File: src/rtl/mux_gate_arbiter.sv
// Round-robin arbiter sharing one mux-built bitwise logic unit among N_REQ requesters.
// One transaction at a time: IDLE (arbitrate) -> EXEC (compute) -> DONE (hold until res_ready).
module mux_gate_arbiter #(
   parameter int N_REQ = 4,
   parameter int W     = 8,
   parameter int IDW   = 2
) (
   input  logic                 clk,
   input  logic                 rst,
   input  logic [N_REQ-1:0]     req,
   input  logic [3*N_REQ-1:0]   op_flat,
   input  logic [W*N_REQ-1:0]   a_flat,
   input  logic [W*N_REQ-1:0]   b_flat,
   output logic [N_REQ-1:0]     grant,
   output logic                 busy,
   output logic                 res_valid,
   output logic [W-1:0]         res_data,
   output logic [IDW-1:0]       res_id,
   input  logic                 res_ready
);

   typedef enum logic [1:0] {IDLE, EXEC, DONE} state_t;

   state_t             state_q;
   logic [IDW-1:0]     ptr_q;
   logic [IDW-1:0]     win_id_q;
   logic [2:0]         op_q;
   logic [W-1:0]       a_q;
   logic [W-1:0]       b_q;
   logic [N_REQ-1:0]   grant_q;
   logic               res_valid_q;
   logic [W-1:0]       res_data_q;
   logic [IDW-1:0]     res_id_q;

   logic               found_d;
   logic [IDW-1:0]     winner_d;

   logic [2:0]         op_arr [N_REQ];
   logic [W-1:0]       a_arr  [N_REQ];
   logic [W-1:0]       b_arr  [N_REQ];

   for (genvar g = 0; g < N_REQ; g++) begin : g_unpack
      assign op_arr[g] = op_flat[3*g +: 3];
      assign a_arr[g]  = a_flat[W*g +: W];
      assign b_arr[g]  = b_flat[W*g +: W];
   end

   // Each result bit is a 2:1 mux selected by a[i], choosing between two functions of b[i].
   function automatic logic [W-1:0] mux_unit(input logic [2:0] op,
                                             input logic [W-1:0] a,
                                             input logic [W-1:0] b);
      logic [W-1:0] y;
      logic         y0;
      logic         y1;
      y = '0;
      for (int i = 0; i < W; i++) begin
         y0 = 1'b0;
         y1 = 1'b0;
         case (op)
            3'b000: begin y0 = 1'b0;  y1 = b[i];  end
            3'b001: begin y0 = b[i];  y1 = 1'b1;  end
            3'b010: begin y0 = 1'b1;  y1 = ~b[i]; end
            3'b011: begin y0 = ~b[i]; y1 = 1'b0;  end
            3'b100: begin y0 = b[i];  y1 = ~b[i]; end
            3'b101: begin y0 = ~b[i]; y1 = b[i];  end
            3'b110: begin y0 = 1'b1;  y1 = 1'b0;  end
            default: begin y0 = 1'b0; y1 = 1'b1;  end
         endcase
         y[i] = a[i] ? y1 : y0;
      end
      return y;
   endfunction

   // Search starts at ptr and wraps, so the last winner is considered last.
   always_comb begin
      logic [IDW:0] sum;
      found_d  = 1'b0;
      winner_d = '0;
      sum      = '0;
      for (int off = 0; off < N_REQ; off++) begin
         sum = {1'b0, ptr_q} + (IDW+1)'(off);
         if (sum >= (IDW+1)'(N_REQ)) sum = sum - (IDW+1)'(N_REQ);
         if (!found_d && req[sum[IDW-1:0]]) begin
            found_d  = 1'b1;
            winner_d = sum[IDW-1:0];
         end
      end
   end

   always_ff @(posedge clk or posedge rst) begin
      if (rst) begin
         state_q     <= IDLE;
         ptr_q       <= '0;
         win_id_q    <= '0;
         op_q        <= '0;
         a_q         <= '0;
         b_q         <= '0;
         grant_q     <= '0;
         res_valid_q <= 1'b0;
         res_data_q  <= '0;
         res_id_q    <= '0;
      end else begin
         grant_q <= '0;
         case (state_q)
            IDLE: begin
               if (found_d) begin
                  op_q     <= op_arr[winner_d];
                  a_q      <= a_arr[winner_d];
                  b_q      <= b_arr[winner_d];
                  grant_q  <= N_REQ'(1) << winner_d;
                  win_id_q <= winner_d;
                  state_q  <= EXEC;
               end
            end
            EXEC: begin
               res_data_q  <= mux_unit(op_q, a_q, b_q);
               res_id_q    <= win_id_q;
               res_valid_q <= 1'b1;
               state_q     <= DONE;
            end
            DONE: begin
               if (res_ready) begin
                  res_valid_q <= 1'b0;
                  ptr_q       <= (win_id_q == IDW'(N_REQ-1)) ? '0 : win_id_q + 1'b1;
                  state_q     <= IDLE;
               end
            end
            default: state_q <= IDLE;
         endcase
      end
   end

   assign grant     = grant_q;
   assign busy      = (state_q != IDLE);
   assign res_valid = res_valid_q;
   assign res_data  = res_data_q;
   assign res_id    = res_id_q;

endmodule

File: config.mk
export PLATFORM = sky130hd
export DESIGN_NAME = mux_gate_arbiter
export DESIGN_NICKNAME = d
export VERILOG_FILES = /design/src/rtl/mux_gate_arbiter.sv
export SDC_FILE = /design/constraint.sdc
export NUM_CORES = 1
export LEC_CHECK = 0
export CAP_MARGIN = 20
export CORE_ASPECT_RATIO = 1.2
export CORE_MARGIN = 4
export CORE_UTILIZATION = 40
export CTS_CLUSTER_SIZE = 16
export DETAILED_ROUTE_END_ITERATION = 8
export PLACE_DENSITY = 0.72
export SLEW_MARGIN = 15
export SYNTH_ARGS = -nofsm -noshare
export SYNTH_HDL_FRONTEND = slang
export SYNTH_SLANG_ARGS = --single-unit
File: constraint.sdc
create_clock -name clk -period 5.3 [get_ports clk]
set_clock_uncertainty 0.2 [all_clocks]
set_input_delay 0.53 -clock clk [delete_from_list [all_inputs] [get_ports clk]]
set_output_delay 0.53 -clock clk [all_outputs]
set_load 0.05 [all_outputs]
==> Yosys cells after proc, flatten, opt, wreduce, memory -nomap -nowiden <==
Cells that the tools add are included.
{ "word_totals": {"ff_bits": 40, "inputBits": 83, "word_cells": 129, "output_inout_bits": 16} }
{ "classes": {"eq_ne": 11, "n_bitwise": 9, "order_cmp": 9, "n_shift": 1, "muxes": 61, "add_sub_neg": 8, "reduce_logical": 20} }
{ "ops": {"columns": ["op", "n"], "rows": [
  ["$pmux 1 s3", 16],
  ["$bmux 8 s2", 2],
  ["$mux 8", 4],
  ["$mux 2", 11],
  ["$mux 1", 17],
  ["$ge 3x3->1 const B", 4],
  ["$lt 2x3->1 const B", 4],
  ["$reduce_or 2->1", 6],
  ["$eq 3x3->1 const B", 3],
  ["$bmux 1 s2", 4],
  ["$mux 4", 2],
  ["$not 1->1", 8],
  ["$reduce_and 2->1", 4],
  ["$sub 2x1->2 const B", 4],
  ["$add 2x2->3 const B", 2],
  ["$bmux 3 s2", 1],
  ["$eq 3x2->1 const B", 2],
  ["$mux 3", 2],
  ["$pmux 2 s3", 1],
  ["$eq 2x2->1 const B", 2],
  ["$ne 2x2->1 const B", 2],
  ["$reduce_bool 2->1", 2],
  ["$shl 1x2->4 const A", 1],
  ["$add 2x1->3 const B", 1],
  ["other kinds (10)", 14]
]} }

==> Depth between registers and ports, before layout <==
{ "depth": {"depth_word": 18, "mapped_depth": 7, "mapped_depth_nobuf": 5} }

==> Worst setup path after synthesis <==
OpenSTA, ideal clock, no wires.
{ "synth_timing": {"kind": "register to register", "startpoint": "register state_q[1]", "endpoint": "register b_q[0]", "stages_incl_launch_ff": 7, "path_buffers": 1, "arrival_time_ps": 1679, "synth_period_minus_slack_ps": 1969, "setup_time_ps": 90, "required_ps": 5010, "path_slack_ps": 3331, "cell_sequence": "dfrtp_1 -> or2_1 -> a21o_1 -> inv_1 -> nand2_2 -> buf_4 -> o221ai_1"} }
{ "synth_between": {"elab_chain_cells": 2} }
{ "synth_lines": {"columns": ["element", "line", "text"], "rows": [
  ["start: declaration", "24", "state_t state_q;"],
  ["start signal: assignment", "92", "state_q <= IDLE;"],
  ["start signal: assignment", "112", "state_q <= EXEC;"],
  ["start signal: assignment", "119", "state_q <= DONE;"],
  ["$logic_not 2->1", "104", "case (state_q)"],
  ["$reduce_and 2->1 (no line)", null, null],
  ["end signal: assignment", "109", "b_q <= b_arr[winner_d];"],
  ["end: declaration", "29", "logic [W-1:0] b_q;"]
]} }
No other way between the ends.
A chain may end at the register's enable or synchronous reset.

==> Final worst setup path <==
{ "layout_timing": {"startpoint": "input port req[3]", "endpoint": "register b_q[1]"} }
{ "layout_between": {"elab_chain_cells": 16, "word_cells_on_any_way": 27, "cone_classes": "mux (19); bitwise (1); reduce/logical (7)"} }
{ "layout_lines": {"columns": ["element", "line", "text"], "rows": [
  ["start: declaration", "10", "input logic [N_REQ-1:0] req,"],
  ["$bmux 1 s2", "83", "if (!found_d && req[sum[IDW-1:0]]) begin"],
  ["$mux 1 (implied by the code)", "83", null],
  ["$mux 1", "83", null],
  ["$logic_not 1->1", "83", null],
  ["$logic_and 1x1->1", "83", null],
  ["$mux 1", "83", null],
  ["$logic_not 1->1", "83", null],
  ["$logic_and 1x1->1", "83", null],
  ["$mux 1", "83", null],
  ["$logic_not 1->1", "83", null],
  ["$logic_and 1x1->1", "83", null],
  ["$mux 2", "83", null],
  ["$not 2->3 (implied by the code)", "109", null],
  ["$bmux 8 s2", "109", null],
  ["$mux 8 (implied by the code) (2 in series)", "109", null]
]} }
Parallel ways exist; a longest one is shown, timed or not. The select of a mux whose other input is x is not followed.

==> results.cfg <==
[outcome]
outcome = completed

[cts]
cts_resized = 0
root_buffer = clkbuf_8
hold_buffers = 0
cts.sinks = 40
ctsHtreeMaxLevel = 2
worst_skew_pair.late_latency_ns = 0.29
cts_setup_buffers = 0
cts_buffers = 5
cts_tree = yes
clockBufferDepth = 2
path_clk_slew_ns = 0.08

[worst_setup_path]
rrSetupSlack_ns = 2.73
worstReg2RegStart = state_q[0]$_DFFE_PP0P_
cp_slowest_cell = a21o_1
path_cells = clkdlybuf4s50_1 -> nor2_1 -> a21o_1 -> inv_1 -> nand2_1 -> o221ai_1
critPathArrivalTime_ns = 2.82
end_kind = register
critical_path_class = in -> reg
crit_family = compound AO/OA/AOI/OAI gates
critPathMaxFanout = 25
crit_buf_inv = 2
crit_path_start_kind = input pin
cp_data_required_time_ns = 5.24
timing.rr.end = b_q[1]$_DFFE_PP0P_
r2r_cells = 5
crit_path_max_incr_delay_ns = 0.62

[logic_synthesis]
synth_area_leaders = dfrtp_1, mux2i_1, o221ai_1, nand2_1, o211ai_1
synthFlopType = dfrtp_1
avgSynthCellArea_sq_um = 9.65
ys.warnings.count = 0
synth-seq-cells = 40
yosysTopAreaCell = dfrtp_1
syn_nets = 369
netlist_area_sq_um = 2750
ys_types = 43
synth_edf_count = 0
synth_top_area_share_pct = 36.4
synth_seq_area_share_pct = 36.4
synthCells = 285
async_flop_share_pct = 100

[detailed_routing]
via_per_inst = 5.57
vias = 2496
wl_per_cell_um = 15.3
detail-route-antenna-nets = 0
dr.pass1.iters = 4
drc = 0
wl_um = 6840
drt_iter0_drc = 156

[power]
max-vdd-ir-drop_uv = 230
finalPower_w = 0.00219
leakage_nw = 1.58
powerDensity_nw_per_um2 = 580

[floorplan]
start_util_pct = 41.9
fp.dieH_um = 98.8
pin_count = 99
die_x_um = 83.7
coreArea_sq_um = 6570
row_count = 32
dieArea_sq_um = 8270

[place]
gp_congestion = 0.786
place_inst = 440
hpwlAfterDp_um = 5110
portBuffers = 98

[grt]
grt_max_degree = 44
gr-total-overflow = 0
grt_pass1_vias = 2414
grt_usage_pct = 16.5
grt_pass1_wl_um = 11200
antenna_found_initial = 0

[sta]
fin_crit_sh_pct = 54.2
rsz0062_at_grt = no
max_slew_margin_pct = 28.2
fin_crit_ns = 2.87
fmax_mhz = 348
hold_slack_ns = 0.288
setup_tns_ns = 0
finalSetupViolCount = 0
tightest_slew_ns = 1.08
drv_slew = 0
hold_viol = 0

[layout]
final_common_cell = clkdlybuf4s50_1
fin_nets = 446
finalNonFillerCells = 448
syn2layout_area_growth_pct = 37.3
layout-drive-gt1-share_pct = 5.23
mostFrequentLayoutCells = clkdlybuf4s50_1, dfrtp_1, mux2i_1, nand2_1, o221ai_1
insertedDiodeCount = 0
fillers = 584

[worst_hold_path]
holdPathStages = 1
hp-class = reg -> reg
hold_start = res_data[3]$_DFFE_PP0P_
whs_endpoint = res_data[3]$_DFFE_PP0P_

[run]
max-cap-violations = 0
[routing by layer]
| metal | vias up | global-route usage [%] | routed length [um] |
|---|---|---|---|
| met1 | 1184 | 21.3 | 3030 |
| met4 | 0 | 5.69 | 155 |
| met3 | 13 | 3.43 | 359 |
| met5 | - | 0 | 0 |
| met2 | 79 | 27.3 | 3300 |
| li1 | 1220 | - | - |
[final cells by class]
class / count / area [sq um] / area share (%)
Multi-Input combinational cell: 209 / 1540 / 40.8
Timing Repair Buffer: 101 / 1000 / 26.6
Sequential cell: 40 / 1000 / 26.5
Tap cell: 85 / 106 / 2.82
Clock buffer: 6 / 72.6 / 1.92
Clock inverter: 2 / 35.0 / 0.928
Inverter: 5 / 18.8 / 0.497
[worst max-delay path by stage]
stage / startpoint / end / slack (ns) / cells past startpoint
2_1_floorplan: state_q[1]$_DFFE_PP0P_ / b_q[0]$_DFFE_PP0P_ / 3.33 / 6
3_3_place_gp: req[3] / b_q[7]$_DFFE_PP0P_ / 2.16 / 6
3_5_place_dp: req[3] / b_q[1]$_DFFE_PP0P_ / 2.09 / 6
4_1_cts: req[3] / b_q[1]$_DFFE_PP0P_ / 2.40 / 6
5_1_grt: req[3] / b_q[1]$_DFFE_PP0P_ / 2.09 / 6
6_report: req[3] / b_q[1]$_DFFE_PP0P_ / 2.43 / 6
[registers in the layout (all words and copies together) (netlist names)]
signal and count:
res_id 2, res_valid 1, a_q 8, b_q 8, state_q 2, ptr_q 2, res_data 8, op_q 3
grant 4, win_id_q 2
[Yosys cell counts, drive strengths merged (5+ instances only)]
cell    count
a211o       8
o211ai     13
maj3        5
buf        14
nor3b       8
inv         5
o221ai     19
o21a        6
nand2      29
clkbuf     17
dfrtp      40
xnor2       6
nor3        8
nand3       7
a221oi      6
mux2i      38
a21oi      18
[logic make-up after synthesis]
group,share of synthesized area (%)
AOI/OAI and AO/OA,23.2
buffers and inverters,7.69
DFF,36.4
and+or+nand+nor,12.8
muxes,15.1
adders and majority gates,2.27
xor gates and xnor gates,2.55
[where the power goes]
group,internal (W),switching (W),total [W],leakage [nW]
sequential,0.000454,0.000213,0.000667,0.488
combinational,0.000581,0.000695,0.00128,1.03
clock,0.000140,0.000107,0.000246,0.0552
[metrics by stage]
step           cell area (sq um)  utilization [%]  worst slack, ns
2_1_floorplan               2750                -             3.33
3_3_place_gp                3670             55.9             2.16
3_5_place_dp                3670             55.9             2.09
4_1_cts                     3780             57.5             2.40
5_1_grt                     3780             57.5             2.09
6_report                    3780             57.5             2.43
[worst reg2reg max path, stage by stage, from the launching register on]
cell and delay [ns]:
dfrtp_1 0.45, or2_1 0.18, a21o_1 0.58, inv_1 0.22
nand2_1 0.57, o221ai_1 0.23
Power figures use the tool's default switching activity.
